File: config.mk
export PLATFORM = sky130hd
export DESIGN_NAME = fe_capture_ctrl_flat
export DESIGN_NICKNAME = d
export VERILOG_FILES = /design/src/rtl/fe_capture_ctrl_if.sv /design/src/rtl/fe_capture_ctrl.sv /design/src/flat_wrapper.sv
export SDC_FILE = /design/constraint.sdc
export NUM_CORES = 1
export LEC_CHECK = 0
export CORE_MARGIN = 2
export CORE_UTILIZATION = 40
export CTS_CLUSTER_DIAMETER = 120
export DETAILED_ROUTE_END_ITERATION = 8
export PLACE_DENSITY = 0.67
export RECOVER_POWER = 25
export SLEW_MARGIN = 20
export SYNTH_ARGS = -nofsm -noshare
export SYNTH_HDL_FRONTEND = slang
export SYNTH_SLANG_ARGS = --single-unit
File: constraint.sdc
create_clock -name fe_clk -period 2.15 [get_ports fe_clk]
set_input_delay 0.43 -clock fe_clk [delete_from_list [all_inputs] [get_ports fe_clk]]
set_output_delay 0.43 -clock fe_clk [all_outputs]
set_load 0.03 [all_outputs]
File: src/rtl/fe_capture_ctrl_if.sv
// Control/status bundle between the register block, pattern matcher, capture datapath
// and the capture sequencer.
interface fe_capture_ctrl_if #(
  parameter int unsigned pDELAY_WIDTH = 20
) ();
  logic                    I_arm_req;
  logic                    I_abort;
  logic                    I_trigger_mode;
  logic                    I_pm_match;
  logic [pDELAY_WIDTH-1:0] I_trigger_delay;
  logic                    I_capturing;
  logic                    I_fifo_empty;
  logic                    O_fifo_flush;
  logic                    O_arm;
  logic                    O_capture_enable;
  logic                    O_armed;
  logic                    O_triggered;
  logic                    O_done;
  logic [2:0]              O_state;

  modport master (
    output I_arm_req, I_abort, I_trigger_mode, I_pm_match, I_trigger_delay, I_capturing,
           I_fifo_empty,
    input  O_fifo_flush, O_arm, O_capture_enable, O_armed, O_triggered, O_done, O_state
  );

  modport slave (
    input  I_arm_req, I_abort, I_trigger_mode, I_pm_match, I_trigger_delay, I_capturing,
           I_fifo_empty,
    output O_fifo_flush, O_arm, O_capture_enable, O_armed, O_triggered, O_done, O_state
  );
endinterface

File: src/rtl/fe_capture_ctrl.sv
// Front-end capture sequencer: arm/flush, trigger wait, trigger delay, capture enable.
// All outputs are registers decoded from the next state, so they line up with the state.
module fe_capture_ctrl #(
  parameter int unsigned pDELAY_WIDTH  = 20,
  parameter int unsigned pFLUSH_CYCLES = 4
) (
  input logic              fe_clk,
  input logic              reset_i,
  fe_capture_ctrl_if.slave bus_io
);

  localparam int unsigned FlushCntW = $clog2(pFLUSH_CYCLES + 1);
  localparam logic [FlushCntW-1:0] FlushMin = FlushCntW'(pFLUSH_CYCLES);

  typedef enum logic [2:0] {
    StIdle    = 3'd0,
    StFlush   = 3'd1,
    StArmed   = 3'd2,
    StDelay   = 3'd3,
    StCapture = 3'd4,
    StDone    = 3'd5
  } state_e;

  state_e                  state_q, state_d;
  logic [FlushCntW-1:0]    flush_cnt_q, flush_cnt_d;
  logic [pDELAY_WIDTH-1:0] dly_cnt_q, dly_cnt_d;
  logic                    grace_q, grace_d;
  logic                    triggered_q, triggered_d;
  logic                    fifo_flush_q, arm_q, cap_en_q, armed_q, done_q;
  logic                    arm_take, trigger;

  always_comb begin
    state_d     = state_q;
    flush_cnt_d = flush_cnt_q;
    dly_cnt_d   = dly_cnt_q;
    triggered_d = triggered_q;
    arm_take    = bus_io.I_arm_req && !bus_io.I_abort;
    trigger     = !bus_io.I_trigger_mode || bus_io.I_pm_match;

    if (bus_io.I_abort) begin
      state_d     = StIdle;
      triggered_d = 1'b0;
    end else if (bus_io.I_arm_req) begin
      state_d     = StFlush;
      triggered_d = 1'b0;
      flush_cnt_d = FlushCntW'(1);
    end else begin
      case (state_q)
        StIdle: ;
        StFlush: begin
          // Counter saturates at the minimum; a slow-draining FIFO just holds us here.
          if (flush_cnt_q >= FlushMin && bus_io.I_fifo_empty) begin
            state_d = StArmed;
          end else if (flush_cnt_q < FlushMin) begin
            flush_cnt_d = flush_cnt_q + 1'b1;
          end
        end
        StArmed: begin
          if (trigger) begin
            triggered_d = 1'b1;
            if (bus_io.I_trigger_delay == '0) begin
              state_d = StCapture;
            end else begin
              state_d   = StDelay;
              dly_cnt_d = bus_io.I_trigger_delay;
            end
          end
        end
        StDelay: begin
          if (dly_cnt_q == pDELAY_WIDTH'(1)) begin
            state_d = StCapture;
          end else begin
            dly_cnt_d = dly_cnt_q - 1'b1;
          end
        end
        StCapture: begin
          if (!grace_q && !bus_io.I_capturing) begin
            state_d = StDone;
          end
        end
        StDone: ;
        default: state_d = StIdle;
      endcase
    end

    // First capture cycle ignores I_capturing while the datapath sees the new enable.
    grace_d = (state_d == StCapture) && (state_q != StCapture);
  end

  always_ff @(posedge fe_clk or posedge reset_i) begin
    if (reset_i) begin
      state_q      <= StIdle;
      flush_cnt_q  <= '0;
      dly_cnt_q    <= '0;
      grace_q      <= 1'b0;
      triggered_q  <= 1'b0;
      fifo_flush_q <= 1'b0;
      arm_q        <= 1'b0;
      cap_en_q     <= 1'b0;
      armed_q      <= 1'b0;
      done_q       <= 1'b0;
    end else begin
      state_q      <= state_d;
      flush_cnt_q  <= flush_cnt_d;
      dly_cnt_q    <= dly_cnt_d;
      grace_q      <= grace_d;
      triggered_q  <= triggered_d;
      fifo_flush_q <= (state_d == StFlush);
      // Low only on the first flush cycle, so each (re)arm yields one rising edge.
      arm_q        <= (state_d != StIdle) && !arm_take;
      cap_en_q     <= (state_d == StCapture);
      armed_q      <= (state_d == StArmed);
      done_q       <= (state_d == StDone);
    end
  end

  assign bus_io.O_fifo_flush     = fifo_flush_q;
  assign bus_io.O_arm            = arm_q;
  assign bus_io.O_capture_enable = cap_en_q;
  assign bus_io.O_armed          = armed_q;
  assign bus_io.O_triggered      = triggered_q;
  assign bus_io.O_done           = done_q;
  assign bus_io.O_state          = state_q;

endmodule
File: src/flat_wrapper.sv
// flat-port wrapper written by rule: the top's interface ports become plain ports
module fe_capture_ctrl_flat 
#(
  parameter int unsigned pDELAY_WIDTH  = 20,
  parameter int unsigned pFLUSH_CYCLES = 4
)
  (fe_clk, reset_i, bus_io_I_arm_req, bus_io_I_abort, bus_io_I_trigger_mode, bus_io_I_pm_match, bus_io_I_trigger_delay, bus_io_I_capturing, bus_io_I_fifo_empty, bus_io_O_fifo_flush, bus_io_O_arm, bus_io_O_capture_enable, bus_io_O_armed, bus_io_O_triggered, bus_io_O_done, bus_io_O_state);
  fe_capture_ctrl_if #(.pDELAY_WIDTH(pDELAY_WIDTH)) bus_io_i ();
  input logic fe_clk;
  input logic reset_i;
  input wire logic [$bits(bus_io_i.I_arm_req)-1:0] bus_io_I_arm_req;
  input wire logic [$bits(bus_io_i.I_abort)-1:0] bus_io_I_abort;
  input wire logic [$bits(bus_io_i.I_trigger_mode)-1:0] bus_io_I_trigger_mode;
  input wire logic [$bits(bus_io_i.I_pm_match)-1:0] bus_io_I_pm_match;
  input wire logic [$bits(bus_io_i.I_trigger_delay)-1:0] bus_io_I_trigger_delay;
  input wire logic [$bits(bus_io_i.I_capturing)-1:0] bus_io_I_capturing;
  input wire logic [$bits(bus_io_i.I_fifo_empty)-1:0] bus_io_I_fifo_empty;
  output wire logic [$bits(bus_io_i.O_fifo_flush)-1:0] bus_io_O_fifo_flush;
  output wire logic [$bits(bus_io_i.O_arm)-1:0] bus_io_O_arm;
  output wire logic [$bits(bus_io_i.O_capture_enable)-1:0] bus_io_O_capture_enable;
  output wire logic [$bits(bus_io_i.O_armed)-1:0] bus_io_O_armed;
  output wire logic [$bits(bus_io_i.O_triggered)-1:0] bus_io_O_triggered;
  output wire logic [$bits(bus_io_i.O_done)-1:0] bus_io_O_done;
  output wire logic [$bits(bus_io_i.O_state)-1:0] bus_io_O_state;
  assign bus_io_i.I_arm_req = bus_io_I_arm_req;
  assign bus_io_i.I_abort = bus_io_I_abort;
  assign bus_io_i.I_trigger_mode = bus_io_I_trigger_mode;
  assign bus_io_i.I_pm_match = bus_io_I_pm_match;
  assign bus_io_i.I_trigger_delay = bus_io_I_trigger_delay;
  assign bus_io_i.I_capturing = bus_io_I_capturing;
  assign bus_io_i.I_fifo_empty = bus_io_I_fifo_empty;
  assign bus_io_O_fifo_flush = bus_io_i.O_fifo_flush;
  assign bus_io_O_arm = bus_io_i.O_arm;
  assign bus_io_O_capture_enable = bus_io_i.O_capture_enable;
  assign bus_io_O_armed = bus_io_i.O_armed;
  assign bus_io_O_triggered = bus_io_i.O_triggered;
  assign bus_io_O_done = bus_io_i.O_done;
  assign bus_io_O_state = bus_io_i.O_state;
  fe_capture_ctrl #(.pDELAY_WIDTH(pDELAY_WIDTH), .pFLUSH_CYCLES(pFLUSH_CYCLES)) u_core (.fe_clk(fe_clk), .reset_i(reset_i), .bus_io(bus_io_i));
endmodule
# Yosys cells after proc, flatten, opt, wreduce, memory -nomap -nowiden
# Index checks and enable logic that the tools add are counted.
# totals
out_inout_bits	9
word_cells	74
input_bits	28
reg_bits	33
# classes
add_sub_neg	2
order_cmp	2
bitwise	2
reduce_logical	23
muxes	20
n_eq_ne	15
# op_table
op	n
20-bit two-way mux	3
20-bit one-hot mux with 2 select lines	1
3-bit two-way mux	11
20-bit by 1-bit == test with 1-bit output (second input constant)	1
20-bit zero test	1
20-bit by 1-bit subtractor with 20-bit output (second input constant)	1
3-bit one-hot mux with 5 select lines	1
3-bit == test (second input constant)	4
3-bit by 2-bit == test with 1-bit output (second input constant)	3
3-bit nonzero test	3
3-bit by 1-bit == test with 1-bit output (second input constant)	2
2-bit != test (second input constant)	3
6-bit AND reduction	1
2-bit nonzero test	3
1-bit logical AND	5
1-bit zero test	5
1-bit two-way mux	4
4-bit AND reduction	1
3-bit by 1-bit adder with 3-bit output (second input constant)	1
3-bit greater-or-equal comparator (second input constant)	1
3-bit zero test	1
3-bit less-than comparator (second input constant)	1
3-bit != test (second input constant)	1
2-bit by 1-bit != test with 1-bit output (second input constant)	1
other kinds (4)	5

# Longest topological paths before layout
# Gate-level depths: netlist (run 1).
# logic_depth
word_depth	8
depth_mapped	8
ltp_nobuf	8

# Least setup slack after synthesis (run 1)
# OpenSTA, ideal clock, no wires.
# synth_timing
path_type	flip-flop to flip-flop
start	register u_core.dly_cnt_q[5]
end	register u_core.dly_cnt_q[19]
n_path_buf	0
synth_period_minus_slack_ns	2.138
arrival_ns	2.017
setup_time_ns	0.121
required_ns	2.029
stages_incl_launch_ff	7
setup_slack_ns	0.012
path_cell_list	dfrtp_1 > nor4_2 > nand3_2 > or4_4 > or3_1 > o22a_1 > o22a_1
# synth_between
elab_chain_len	3
word_cells_on_any_way	6
cone_classes	1 x add/sub; 2 x eq/ne; 2 x mux; 1 x reduce/logical
# synth_lines
element	line_no	rtl
start, declared	fe_capture_ctrl.sv:26	logic [pDELAY_WIDTH-1:0] dly_cnt_q, dly_cnt_d;
start signal, assigned	fe_capture_ctrl.sv:105	dly_cnt_q <= dly_cnt_d;
20-bit by 1-bit subtractor with 20-bit output / 20-bit by 1-bit == test with 1-bit output (equally long branches)	fe_capture_ctrl.sv:73, fe_capture_ctrl.sv:70	
20-bit two-way mux / 2-bit != test (equally long branches)	--	
20-bit one-hot mux with 2 select lines / 6-bit AND reduction (equally long branches)	--	
# Several ways; a longest one is shown, not always the timed one. The select of a mux whose other input is x is not followed.
# A chain may end at the register's enable or synchronous reset.

# Final worst setup path (run 1)
# layout_timing
start	register u_core.dly_cnt_q[3]
end	register u_core.dly_cnt_q[19]
# The elaborated chain is that of the path after synthesis.

==> flow_metrics.tcl, run 1 <==
set metrics [dict create \
    status "complete, but fails checks" \
    violations "setup timing" \
    path_class "reg -> reg" \
    worst_pin_slew_ps 858 \
    fin_ws_ps -36.6 \
    grt_max_degree 37 \
    core_area_mm2 0.00469 \
    port_buffers 36 \
    netlist_area_mm2 0.00193 \
    ant_nets 0 \
    layout_commonest_cell "clkdlybuf4s50_1" \
    die_height_um 73.5 \
    first_global_vias 1855 \
    synth_edf_count 0 \
    ios 37 \
    max_cap_viol_count 0 \
    p_total_uw 1690 \
    overflow 0 \
    vias 2001 \
    synth_area_leader_cell "dfrtp_1" \
    drv_slew 0 \
    slew_headroom_pct 42.8 \
    peakVddDrop_uv 521 \
    worstHoldPathType "reg -> reg" \
    cp.arrival_ps 2360 \
    ys_seq_elements 33 \
    p_per_area_mw_per_mm2 608 \
    ys.flop_type "dfrtp_1" \
    fp.dieArea_mm2 0.00541 \
    cp-end-kind "register" \
    ctsHoldBuffers 0 \
    tritoncts.num_buffers 5 \
    fin_crit_ps 2190 \
    clock_latency_ps 290 \
    async_flop_share_pct 100 \
    place_congestion 0.797 \
    synthTopCellsByArea "dfrtp_1, a21oi_1, nor2_1, o21ai_0, nand2_1" \
    initial_core_util_pct 41.2 \
    total_leakage_power_uw 0.00121 \
    syn_area_per_cell_um2 8.06 \
    clockRootBuffer "clkbuf_8" \
    hpwl_um 3700 \
    holdWs_ps 506 \
    post-route-util_pct 59.2 \
    antenna_found_initial 0 \
    rows 25 \
    cts_num_sinks 33 \
    cts_max_level 2 \
    path_max_fanout 4 \
    hold_viol_final 0 \
    synth_warnings 0 \
    area_delta_synth_final_pct 43.5 \
    path_clk_slew_ps 70 \
    viasPerCell 5.54 \
    dr.pass1.iters 4 \
    clockBufferDepth 2 \
    synth_nets 271 \
    start_kind "register" \
    wl_per_cell_um 15.1 \
    dp_slack_ps -150 \
    final_nets 338 \
    drc 0 \
    final_cell_mix "clkdlybuf4s50_1, a21oi_1, dfrtp_1, buf_4, nor2_1" \
    drt_wl_total_um 5440 \
    track_usage_pct 20.7 \
    antenna_cells 0 \
    postSynthCellCount 240 \
    crit_required_ps 2330 \
    drive_gt1_share_pct 20.8 \
    yosys.cell_types.count 42 \
    drtIter0Drc 161 \
    finalSetupViolations 1 \
    rsz0062_at_grt "true" \
    die-width_um 73.5 \
    fin_skew_ps 8.24 \
    yosysTopAreaCellShare_pct 42.7 \
    max_freq_ghz 0.457 \
    ys_seq_area_share_pct 42.7 \
    post-route-period-util_pct 102 \
    grt_first_pass_wirelength_um 8550 \
    cts_tree "built" \
]
## per-stage QoR
stage / instance area (um2) / cells / TNS [ps]
final: 2780 / 361 / -36.6
after global routing: 2780 / 361 / -127
after CTS: 2660 / 356 / -4.79
after detailed placement: 2570 / 349 / -2720
after global placement: 2570 / 349 / -1510
after floorplan: 1930 / 240 / 0
## kinds of logic (layout without fill, tap and decap cells)
kind of cell / count (synthesis) / in the layout / share of synthesized area (%)
xor+xnor: 1 / 1 / 0.453
buf+inv: 22 / 89 / 4.46
flops: 33 / 33 / 42.7
mux: 1 / 1 / 0.517
compound gates: 80 / 80 / 23.7
simple gates: 100 / 100 / 26.3
fa+ha+maj: 3 / 3 / 1.94
## metal layers
metal	wire [um]	up-vias	track usage, %
met5	0	-	0
met4	148	0	9.90
met3	279	11	3.70
met2	2450	62	30.9
met1	2560	933	29.1
li1	-	995	-
## repair_timing
item / 4_1_cts / 5_1_grt
setup endpoints to repair: 3 / 24
pin swaps: 2 / 9
setup buffers: 0 / 3
cloned: 0 / 2
resized for setup: 4 / 19
## flip-flops by register name, indices dropped and copies added (netlist names)
signal,cells
u_core.bus_io.O_armed,1
u_core.grace_q,1
u_core.bus_io.O_arm,1
u_core.bus_io.O_state,3
u_core.bus_io.O_done,1
u_core.bus_io.O_fifo_flush,1
u_core.dly_cnt_q,20
u_core.bus_io.O_capture_enable,1
u_core.bus_io.O_triggered,1
u_core.flush_cnt_q,3
## synth_stat cells (4+ instances only)
library cell	instances
nor4_1	8
nor3_1	6
nand2b_1	4
dfrtp_1	33
nand3_1	8
inv_1	9
o21ai_0	21
nand2_1	23
clkbuf_1	9
a21oi_1	37
nor2_1	28
o22ai_1	5
## final timing paths
kind	start	end	slack (ps)	cells past startpoint
setup / recovery	u_core.dly_cnt_q[3]	u_core.dly_cnt_q[19]	-40	6
hold / removal	u_core.dly_cnt_q[17]	u_core.dly_cnt_q[17]	510	2
setup reg to reg	u_core.dly_cnt_q[3]	u_core.dly_cnt_q[19]	-40	6
hold reg to reg	u_core.dly_cnt_q[17]	u_core.dly_cnt_q[17]	510	2
max in group asynchronous	reset_i	u_core.dly_cnt_q[9]	720	3
min in group asynchronous	reset_i	u_core.dly_cnt_q[10]	840	3
## cell type report
| class | instances | area [um2] |
|---|---|---|
| Tap cell | 54 | 67.6 |
| Timing Repair Buffer | 73 | 658 |
| Inverter | 9 | 33.8 |
| Sequential cell | 33 | 827 |
| Clock buffer | 7 | 86.3 |
| Multi-Input combinational cell | 185 | 1100 |
| Fill cell | 425 | 1920 |
## power by group
part | switching [uW] | leakage, uW | internal (uW) | total (uW)
clock network | 227 | 0.0000443 | 254 | 481
registers | 61.0 | 0.000438 | 678 | 739
logic | 225 | 0.000729 | 243 | 468
total | 513 | 0.00121 | 1180 | 1690
## worst max-delay path: stages, from the launching register on
cell and delay [ps]:
dfrtp_1 420, nor3_1 340, nand2_1 130, or4_4 510
or3_4 350, o22a_1 180, o22a_1 160
Power figures use the tool's default switching activity.
==> run 2, diff against run 1 <==
Settings changed: ABC_CLOCK_PERIOD_IN_PS from default to 2150.
==> results of run 2 <==
The final DEF is identical to that of run 1; final timing and power are the same.
